--- config.mk ---
export PLATFORM = sky130hd
export DESIGN_NAME = ps2_mouse_packet_decoder
export DESIGN_NICKNAME = d
export VERILOG_FILES = /design/src/rtl/ps2_mouse_pkg.sv /design/src/rtl/mouse_delta_conv.sv /design/src/rtl/ps2_mouse_packet_decoder.sv
export SDC_FILE = /design/constraint.sdc
export NUM_CORES = 1
export LEC_CHECK = 0
export CAP_MARGIN = 20
export CORE_MARGIN = 2
export CORE_UTILIZATION = 30
export DETAILED_ROUTE_END_ITERATION = 16
export PLACE_DENSITY_LB_ADDON = 0.15
export SETUP_SLACK_MARGIN = 0.3
export SLEW_MARGIN = 20
export SYNTH_ARGS = -nofsm -noshare
export SYNTH_HDL_FRONTEND = slang
export SYNTH_SLANG_ARGS = --single-unit
--- constraint.sdc ---
create_clock -name clk -period 2.2 [get_ports clk]
set_input_delay 0.55 -clock clk [delete_from_list [all_inputs] [get_ports clk]]
set_output_delay 0.55 -clock clk [all_outputs]
set_load 0.05 [all_outputs]
--- src/rtl/ps2_mouse_pkg.sv ---
// Shared constants and payload types for the PS/2 mouse packet decoder.
package ps2_mouse_pkg;

    typedef logic [1:0] state_t;

    localparam state_t ST_B0 = 2'd0;  // await header
    localparam state_t ST_B1 = 2'd1;  // await X delta
    localparam state_t ST_B2 = 2'd2;  // await Y delta

    localparam logic [7:0] ACK_BYTE = 8'hFA;
    localparam logic [7:0] BAT_BYTE = 8'hAA;

    localparam int unsigned HDR_LBTN    = 0;
    localparam int unsigned HDR_RBTN    = 1;
    localparam int unsigned HDR_ALWAYS1 = 3;
    localparam int unsigned HDR_XSIGN   = 4;
    localparam int unsigned HDR_YSIGN   = 5;
    localparam int unsigned HDR_XOVF    = 6;
    localparam int unsigned HDR_YOVF    = 7;

    // Header bits that decoding actually needs
    typedef struct packed {
        logic yovf;
        logic xovf;
        logic ysign;
        logic xsign;
        logic rbtn;
        logic lbtn;
    } hdr_t;

    // Decoded motion presented to the object mover
    typedef struct packed {
        logic [9:0] vx;
        logic [9:0] vy;
        logic       dx;
        logic       dy;
        logic       lbtn;
        logic       rbtn;
    } motion_t;

endpackage

--- src/rtl/mouse_delta_conv.sv ---
// Converts one 9-bit two's-complement PS/2 delta into a scaled, clamped speed and raw direction.
module mouse_delta_conv #(
    parameter int unsigned SHIFT     = 0,
    parameter int unsigned MAX_SPEED = 64
) (
    input  logic       sign_i,
    input  logic [7:0] data_i,
    input  logic       ovf_i,
    output logic [9:0] mag_o,
    output logic       dir_o
);

    localparam logic [9:0] MAX_MAG = 10'(MAX_SPEED);

    logic [9:0] value;
    logic [9:0] abs_val;
    logic [9:0] shifted;

    // Sign-extend, take magnitude (up to 256), scale down, then clamp
    always_comb begin
        value   = {sign_i, sign_i, data_i};
        abs_val = sign_i ? 10'(~value + 10'd1) : value;
        shifted = abs_val >> SHIFT;
        if (ovf_i) begin
            mag_o = MAX_MAG;
        end else if (shifted > MAX_MAG) begin
            mag_o = MAX_MAG;
        end else begin
            mag_o = shifted;
        end
    end

    assign dir_o = sign_i;

endmodule

--- src/rtl/ps2_mouse_packet_decoder.sv ---
// Assembles 3-byte PS/2 stream packets and decodes them into speed/direction/buttons.
module ps2_mouse_packet_decoder
    import ps2_mouse_pkg::*;
#(
    parameter int unsigned SHIFT          = 0,
    parameter int unsigned MAX_SPEED      = 64,
    parameter int unsigned TIMEOUT_CYCLES = 2000000,
    parameter int unsigned HOLD_CYCLES    = 5000000
) (
    input  logic       clk,
    input  logic       rstn,
    input  logic       rx_valid,
    input  logic [7:0] rx_data,
    input  logic       rx_err,
    output logic [9:0] vx,
    output logic [9:0] vy,
    output logic       dx,
    output logic       dy,
    output logic       mousepush,
    output logic       right_btn,
    output logic       mouseReady,
    output logic       pkt_err
);

    localparam int unsigned TO_W   = $clog2(TIMEOUT_CYCLES + 1);
    localparam int unsigned HOLD_W = $clog2(HOLD_CYCLES + 1);

    localparam logic [TO_W-1:0]   TO_LAST  = TO_W'(TIMEOUT_CYCLES - 1);
    localparam logic [HOLD_W-1:0] HOLD_MAX = HOLD_W'(HOLD_CYCLES);

    state_t              state_q, state_d;
    logic                synced_q, synced_d;
    logic [TO_W-1:0]     to_cnt_q, to_cnt_d;
    logic [HOLD_W-1:0]   hold_cnt_q, hold_cnt_d;
    hdr_t                hdr_q, hdr_d;
    logic [7:0]          x_q, x_d;
    motion_t             mot_q, mot_d;
    logic                ready_q, ready_d;
    logic                perr_q, perr_d;

    logic [9:0]          mag_x, mag_y;
    logic                dir_x, dir_y;

    mouse_delta_conv #(.SHIFT(SHIFT), .MAX_SPEED(MAX_SPEED)) u_conv_x (
        .sign_i (hdr_q.xsign),
        .data_i (x_q),
        .ovf_i  (hdr_q.xovf),
        .mag_o  (mag_x),
        .dir_o  (dir_x)
    );

    // Y byte is decoded in the cycle it arrives, straight from rx_data
    mouse_delta_conv #(.SHIFT(SHIFT), .MAX_SPEED(MAX_SPEED)) u_conv_y (
        .sign_i (hdr_q.ysign),
        .data_i (rx_data),
        .ovf_i  (hdr_q.yovf),
        .mag_o  (mag_y),
        .dir_o  (dir_y)
    );

    // Next-state: packet framing, resync, timeout, decode and hold-off clearing
    always_comb begin
        state_d    = state_q;
        synced_d   = synced_q;
        to_cnt_d   = to_cnt_q;
        hold_cnt_d = hold_cnt_q;
        hdr_d      = hdr_q;
        x_d        = x_q;
        mot_d      = mot_q;
        ready_d    = 1'b0;
        perr_d     = 1'b0;

        if (hold_cnt_q != HOLD_MAX) begin
            hold_cnt_d = hold_cnt_q + HOLD_W'(1);
        end else begin
            mot_d.vx = '0;
            mot_d.vy = '0;
            mot_d.dx = 1'b0;
            mot_d.dy = 1'b0;
        end

        if (rx_err) begin
            state_d  = ST_B0;
            to_cnt_d = '0;
            perr_d   = (state_q != ST_B0);
        end else if (rx_valid) begin
            to_cnt_d = '0;
            case (state_q)
                ST_B0: begin
                    if (!synced_q && (rx_data == ACK_BYTE || rx_data == BAT_BYTE)) begin
                        state_d = ST_B0;
                    end else if (rx_data[HDR_ALWAYS1]) begin
                        hdr_d.lbtn  = rx_data[HDR_LBTN];
                        hdr_d.rbtn  = rx_data[HDR_RBTN];
                        hdr_d.xsign = rx_data[HDR_XSIGN];
                        hdr_d.ysign = rx_data[HDR_YSIGN];
                        hdr_d.xovf  = rx_data[HDR_XOVF];
                        hdr_d.yovf  = rx_data[HDR_YOVF];
                        state_d     = ST_B1;
                    end else begin
                        perr_d = 1'b1;
                    end
                end
                ST_B1: begin
                    x_d     = rx_data;
                    state_d = ST_B2;
                end
                ST_B2: begin
                    mot_d.vx   = mag_x;
                    mot_d.vy   = mag_y;
                    mot_d.dx   = dir_x & (|mag_x);
                    mot_d.dy   = ~dir_y & (|mag_y);
                    mot_d.lbtn = hdr_q.lbtn;
                    mot_d.rbtn = hdr_q.rbtn;
                    ready_d    = 1'b1;
                    hold_cnt_d = '0;
                    synced_d   = 1'b1;
                    state_d    = ST_B0;
                end
                default: begin
                    state_d = ST_B0;
                end
            endcase
        end else if (state_q != ST_B0) begin
            if (to_cnt_q == TO_LAST) begin
                state_d  = ST_B0;
                to_cnt_d = '0;
            end else begin
                to_cnt_d = to_cnt_q + TO_W'(1);
            end
        end
    end

    // State and output registers with synchronous active-low reset
    always_ff @(posedge clk) begin
        if (!rstn) begin
            state_q    <= ST_B0;
            synced_q   <= 1'b0;
            to_cnt_q   <= '0;
            hold_cnt_q <= '0;
            hdr_q      <= '0;
            x_q        <= '0;
            mot_q      <= '0;
            ready_q    <= 1'b0;
            perr_q     <= 1'b0;
        end else begin
            state_q    <= state_d;
            synced_q   <= synced_d;
            to_cnt_q   <= to_cnt_d;
            hold_cnt_q <= hold_cnt_d;
            hdr_q      <= hdr_d;
            x_q        <= x_d;
            mot_q      <= mot_d;
            ready_q    <= ready_d;
            perr_q     <= perr_d;
        end
    end

    assign vx         = mot_q.vx;
    assign vy         = mot_q.vy;
    assign dx         = mot_q.dx;
    assign dy         = mot_q.dy;
    assign mousepush  = mot_q.lbtn;
    assign right_btn  = mot_q.rbtn;
    assign mouseReady = ready_q;
    assign pkt_err    = perr_q;

endmodule

Yosys cells after proc, flatten, opt, wreduce, memory -nomap -nowiden. Index checks and enable logic that the tools add are counted.

Register bits: 87. Input bits: 12. Output and inout port bits: 26. Word-level logic and storage cells: 84.

$add $sub $neg: 4. Order comparisons: 2. Equal/unequal tests: 7. Multiplexer cells: 27. Bitwise logic cells: 9. Reductions and logical operators: 16.

Operators with widths (number): 2-to-1 mux 23 bit (4); 2-to-1 mux 24 bit (3); 2-to-1 mux 10 bit (6); adder 23 x 1 -> 23 bit (second input constant) (1); != test 23 bit (second input constant) (1); 2-to-1 mux 22 bit (1); adder 21 x 1 -> 21 bit (second input constant) (1); == test 21 bit (second input constant) (1); 2-to-1 mux 21 bit (1); adder 10 x 1 -> 10 bit (second input constant) (2); > comparator 10 x 7 -> 1 bit (second input constant) (2); NOT 10 bit (2); OR reduction 10 bit (2); == test 8 bit (second input constant) (2); 2-to-1 mux 2 bit (5); AND reduction 3 bit (3); 2-to-1 mux 1 bit (6); nonzero test 2 bit (3); OR reduction 3 bit (2); NOT 1 bit (5); AND reduction 5 bit (1); != test 4 bit (second input constant) (1); case mux 2 bit (2 select lines) (1); bitwise AND 1 bit (2); other kinds (7) (7).

Longest topological paths before layout.
Word-level depth: 11. Mapped depth: 9. Gate-level depth less buffers: 8.

Cells and area by module. From an unflattened synthesis, not the netlist that was laid out.

Cell total of the unflattened synthesis: 513. Area, all modules: 4496.8 sq um.

By module, submodules not included: ps2_mouse_packet_decoder (instances 1, cells an instance 407, area an instance 3768.6 sq um, seq. area each 1741.7 sq um); mouse_delta_conv (instances 2, cells an instance 53, area an instance 364.1 sq um, seq. area each 0.0 sq um).

Least setup slack after synthesis. OpenSTA, ideal clock, no wires.

Path type: input port to flip-flop. Start: input port rx_data[0]. End: register mot_q, in the netlist dy. Setup time: 114 ps. Arrival time: 2169 ps. Required time: 2086 ps. Setup slack: -83 ps. Stages on the path: 9. Buffers on the path: 1. Cells stage by stage: clkbuf_1 inv_1 ha_1 nor2_1 and3_1 nor3_1 nor3_1 a311oi_1 a21o_1.

Cells in the longest elaborated chain, start to end: 11.

RTL lines: start, declared (line ps2_mouse_packet_decoder.sv:13) `input logic [7:0] rx_data,`; NOT 10 bit (line mouse_delta_conv.sv:22) `abs_val = sign_i ? 10'(~value + 10'd1) : value;`; adder 10 x 1 -> 10 bit (line mouse_delta_conv.sv:22); 2-to-1 mux 10 bit * (line mouse_delta_conv.sv:22); > comparator 10 x 7 -> 1 bit (line mouse_delta_conv.sv:26) `end else if (shifted > MAX_MAG) begin`; 2-to-1 mux 10 bit * (line mouse_delta_conv.sv:26); 2-to-1 mux 10 bit * (line mouse_delta_conv.sv:24) `if (ovf_i) begin`; OR reduction 10 bit * (line ps2_mouse_packet_decoder.sv:112) `mot_d.dy = ~dir_y & (|mag_y);`; bitwise AND 1 bit * (line ps2_mouse_packet_decoder.sv:112); 2-to-1 mux 24 bit * (line ps2_mouse_packet_decoder.sv:88) `case (state_q)`; 2-to-1 mux 24 bit * (line ps2_mouse_packet_decoder.sv:86) `end else if (rx_valid) begin`; 2-to-1 mux 24 bit * (line ps2_mouse_packet_decoder.sv:82) `if (rx_err) begin`; end signal, assigned (line ps2_mouse_packet_decoder.sv:153) `mot_q <= mot_d;`; end, declared (line ps2_mouse_packet_decoder.sv:37) `motion_t mot_q, mot_d;`.

Every way passes the cells marked *; elsewhere a longest branch is shown, timed or not. A chain may end at the register's enable or synchronous reset.

Final worst setup path.
Start: register x_q[1]. End: register mot_q, in the netlist dx.

Cells in the longest elaborated chain, start to end: 11.

RTL lines: start, declared (line ps2_mouse_packet_decoder.sv:36) `logic [7:0] x_q, x_d;`; start signal, assigned (line ps2_mouse_packet_decoder.sv:142) `x_q <= '0;`; start signal, assigned (line ps2_mouse_packet_decoder.sv:152) `x_q <= x_d;`; NOT 10 bit (line mouse_delta_conv.sv:22); adder 10 x 1 -> 10 bit (line mouse_delta_conv.sv:22); 2-to-1 mux 10 bit * (line mouse_delta_conv.sv:22); > comparator 10 x 7 -> 1 bit (line mouse_delta_conv.sv:26); 2-to-1 mux 10 bit * (line mouse_delta_conv.sv:26); 2-to-1 mux 10 bit * (line mouse_delta_conv.sv:24); OR reduction 10 bit * (line ps2_mouse_packet_decoder.sv:111) `mot_d.dx = dir_x & (|mag_x);`; bitwise AND 1 bit * (line ps2_mouse_packet_decoder.sv:111); 2-to-1 mux 24 bit * (line ps2_mouse_packet_decoder.sv:88); 2-to-1 mux 24 bit * (line ps2_mouse_packet_decoder.sv:86); 2-to-1 mux 24 bit * (line ps2_mouse_packet_decoder.sv:82).

Marks and branches as above.

==> impl_metrics.yaml <==
timing:
  grt_setup_unrepaired: "true"
  fin_ws_ns: 0.121
  worst_slew_pin_slew_ns: 0.526
  hold_ws_ns: 0.447
  timing.slew.headroom_pct: 65.1
  slew_violations: 0
  final_min_period_over_clock_period_pct: 94.5
  finalHoldViolCount: 0
  fmax_ghz: 0.481
  period_needed_ns: 2.08
  finClkSkew_ns: 0.00408
  setup_viol_count_final: 0
cts:
  post_cts_hold_buffer_count: 0
  tritoncts: "built"
  cts-buffers-inserted: 9
  cts-root-buf: "clkbuf_16"
  cts.htree.levels: 3
  clock-sinks: 87
  clk_pin_slew_worst_setup_hold_paths_ns: 0.06
  clock_path_buffers: 2
  worstSkewPairLatency_ns: 0.35
grt:
  globalRoute.totalOverflow: 0
  grt_max_degree: 26
  grt_pass1_vias: 3342
  initial_antenna_violation_count: 0
  grt_first_pass_wirelength_um: 16400
  grt.total_usage_pct: 14.5
die:
  io-pin-count: 38
  die_height_um: 120
  die-width_um: 120
  row_count: 42
  die_area_um2: 14300
  floorplan.initialDensity_pct: 30.5
  floorplan.core_area_um2: 13100
critical_path:
  regToRegStartpoint: "x_q[1]"
  crit_path_max_incr_delay_ns: 0.54
  timing.critical_path.from: "x_q[1]"
  slowest_stage: "or4_4"
  critPathTopFamily: "simple AND/OR/NAND/NOR gates"
  critical_path.n_buffers_inverters: 0
  worstPathCellList: "or4_4, or4b_4, a31oi_4, and2_4, nand2_2, a32o_1"
  worst_ep_required_time_ns: 2.44
  cp_max_fo: 3
  timing_worst_setup_path_type: "reg2reg"
  worst_ep_arrival_time_ns: 2.32
  start_kind: "flip-flop"
  crit_path_end_kind: "flip-flop"
placed_design:
  place_worst_setup_slack_ns: -0.193
  gp_congestion: 0.760
  dp_cells: 699
  io_buffer_count: 37
  post_detailed_placement_half_perimeter_wirelength_um: 6820
  post_dp_cell_area_um2: 4930
synthesis:
  synth_cell_type_count: 53
  synthesis.area_per_instance_um2: 8.73
  yosys_synthesis_warning_count: 0
  synth_async_sr_flop_share_pct: 0
  synth_seq_area_share_pct: 43.5
  synth_area_um2: 4010
  flip_flop_and_latch_count_after_synthesis: 87
  postSynth.topFlopCell: "dfxtp_1"
  synth_edf_count: 0
  postSynthNetCount: 477
  synth_cells: 459
finish:
  final_layout_size_suffix_gt1_share_pct: 23.0
  final_nets: 566
  final.fill_count: 1355
  final_core_utilization_pct: 42.1
  multi_input_area_um2: 2350
  insertedDiodeCount: 0
  seq_area_um2: 1750
  layout_overhead_on_the_synthesized_area_pct: 38.0
  finish.cell_count_without_fillers: 729
  final_area_um2: 5530
detailed_routing:
  via_per_inst: 4.64
  finalWirelength_um: 9740
  first_pass_iters: 4
  drc: 0
  detail_route.wl_per_cell_um: 13.4
  vias: 3380
  drt_iter0_markers: 114
  ant_nets: 0
pwr:
  static-leakage-power_uw: 0.00212
  power.density_cell_area_nw_per_um2: 596
  worst_ir_drop_vdd_mv: 0.332
outcome:
  outcome: "finished, final reports clean"
flow_run:
  max_cap_viol_count: 0
min_path:
  worst_hold_path_type: "reg2reg"
  min-delay-start: "vx[5]"
-- metrics by stage --
stage,power (uW),TNS (ns)
2_1_floorplan,1750,0
3_3_place_gp,1850,-2.97
3_5_place_dp,1850,-3.58
4_1_cts,3340,0
5_1_grt,3430,0
6_report,3300,0
-- layer usage --
metal / up-vias / global-route usage [%] / share of wire [%]
li1: 1762 / - / -
met1: 1576 / 19.4 / 50
met2: 36 / 22.0 / 46
met3: 6 / 4.61 / 3.7
met4: 0 / 4.85 / 1.1
met5: - / 0 / 0
-- cell usage after synthesis (all sizes together) (4+ instances only) --
cell type | instances | area, um2
mux2i | 15 | 150
xor2 | 30 | 263
nor4b | 4 | 35.0
nand4 | 12 | 75.1
o21ai | 21 | 105
dfxtp | 87 | 1740
nand2 | 43 | 164
nor4 | 5 | 31.3
or3 | 6 | 37.5
xnor2 | 19 | 166
nor3 | 10 | 61.3
a32o | 4 | 40.0
a21oi | 10 | 50.1
and2 | 13 | 83.8
clkbuf | 17 | 63.8
inv | 12 | 45.0
a32oi | 5 | 43.8
nand3 | 15 | 75.1
a21boi | 4 | 30.0
nor2b | 19 | 119
nor2 | 59 | 221
and3 | 4 | 25.0
ha | 6 | 75.1
-- power by group --
| group | switching, uW | total, uW | internal, uW | leakage (uW) |
|---|---|---|---|---|
| combinational | 123 | 253 | 130 | 0.00128 |
| clock | 619 | 1440 | 823 | 0.000136 |
| sequential | 15.7 | 1600 | 1590 | 0.000705 |
| total | 758 | 3300 | 2540 | 0.00212 |
-- logic make-up after synthesis --
family	count (synthesis)	share of synthesized area (%)
buf+inv	32	3.03
mux	15	3.75
simple gates	210	27.3
fa+ha+maj	6	1.87
flops	87	43.5
compound gates	60	9.90
xor+xnor	49	10.7
-- layout make-up --
| cell class | instances | area share [%] |
|---|---|---|
| clock buffers | 13 | 4.71 |
| flip-flops and latches | 87 | 31.7 |
| repair buffers | 98 | 16.0 |
| multi-input cells | 340 | 42.5 |
| well taps | 176 | 3.98 |
| clock inverters | 3 | 0.317 |
| inverters | 12 | 0.814 |
-- worst reg2reg max path: stages, from the launching register on --
cell	delay [ns]
dfxtp_2	0.32
or4_4	0.54
or4b_4	0.51
a31oi_4	0.15
and2_4	0.17
nand2_2	0.04
a32o_1	0.24
-- flip-flops by register name, summed over array words and instances, names as in the netlist --
name	flops
hold_cnt_q	23
to_cnt_q	21
vx	10
vy	10
x_q	8
hdr_q	6
state_q	2
dx	1
dy	1
mouseReady	1
mousepush	1
pkt_err	1
right_btn	1
synced_q	1
-- timing repair --
| action | CTS | global route |
|---|---|---|
| setup buffers | 9 | 3 |
| gates cloned | 2 | 0 |
| endpoints found under the setup margin | 55 | 71 |
| pin swaps | 18 | 13 |
| resized for setup | 56 | 25 |
-- final timing paths --
path,end,cells after the start,slack [ns]
setup / recovery,dx,6,0.12
hold / removal,vx[5],2,0.45
setup reg to reg,dx,6,0.12
hold reg to reg,vx[5],2,0.45
-- cell usage in the layout (no fill, tap or decap), types with 4 or more instances in the layout --
cell type / n
nor2_1: 57
nor4b_1: 4
nand3_1: 15
ha_1: 4
a32o_1: 4
or3_1: 6
nand2_2: 5
nand2_1: 38
clkdlybuf4s50_1: 4
xnor2_1: 18
and2_1: 7
nor3_1: 6
dfxtp_1: 81
dfxtp_2: 5
o21ai_1: 6
xor2_1: 30
nor2b_1: 18
buf_4: 53
and3_1: 4
nand4_1: 12
inv_1: 10
a21oi_1: 8
mux2i_1: 14
clkbuf_16: 9
o21ai_0: 13
and2_4: 6
dlygate4sd2_1: 31
No activity file was read; power rests on OpenSTA's default activity.
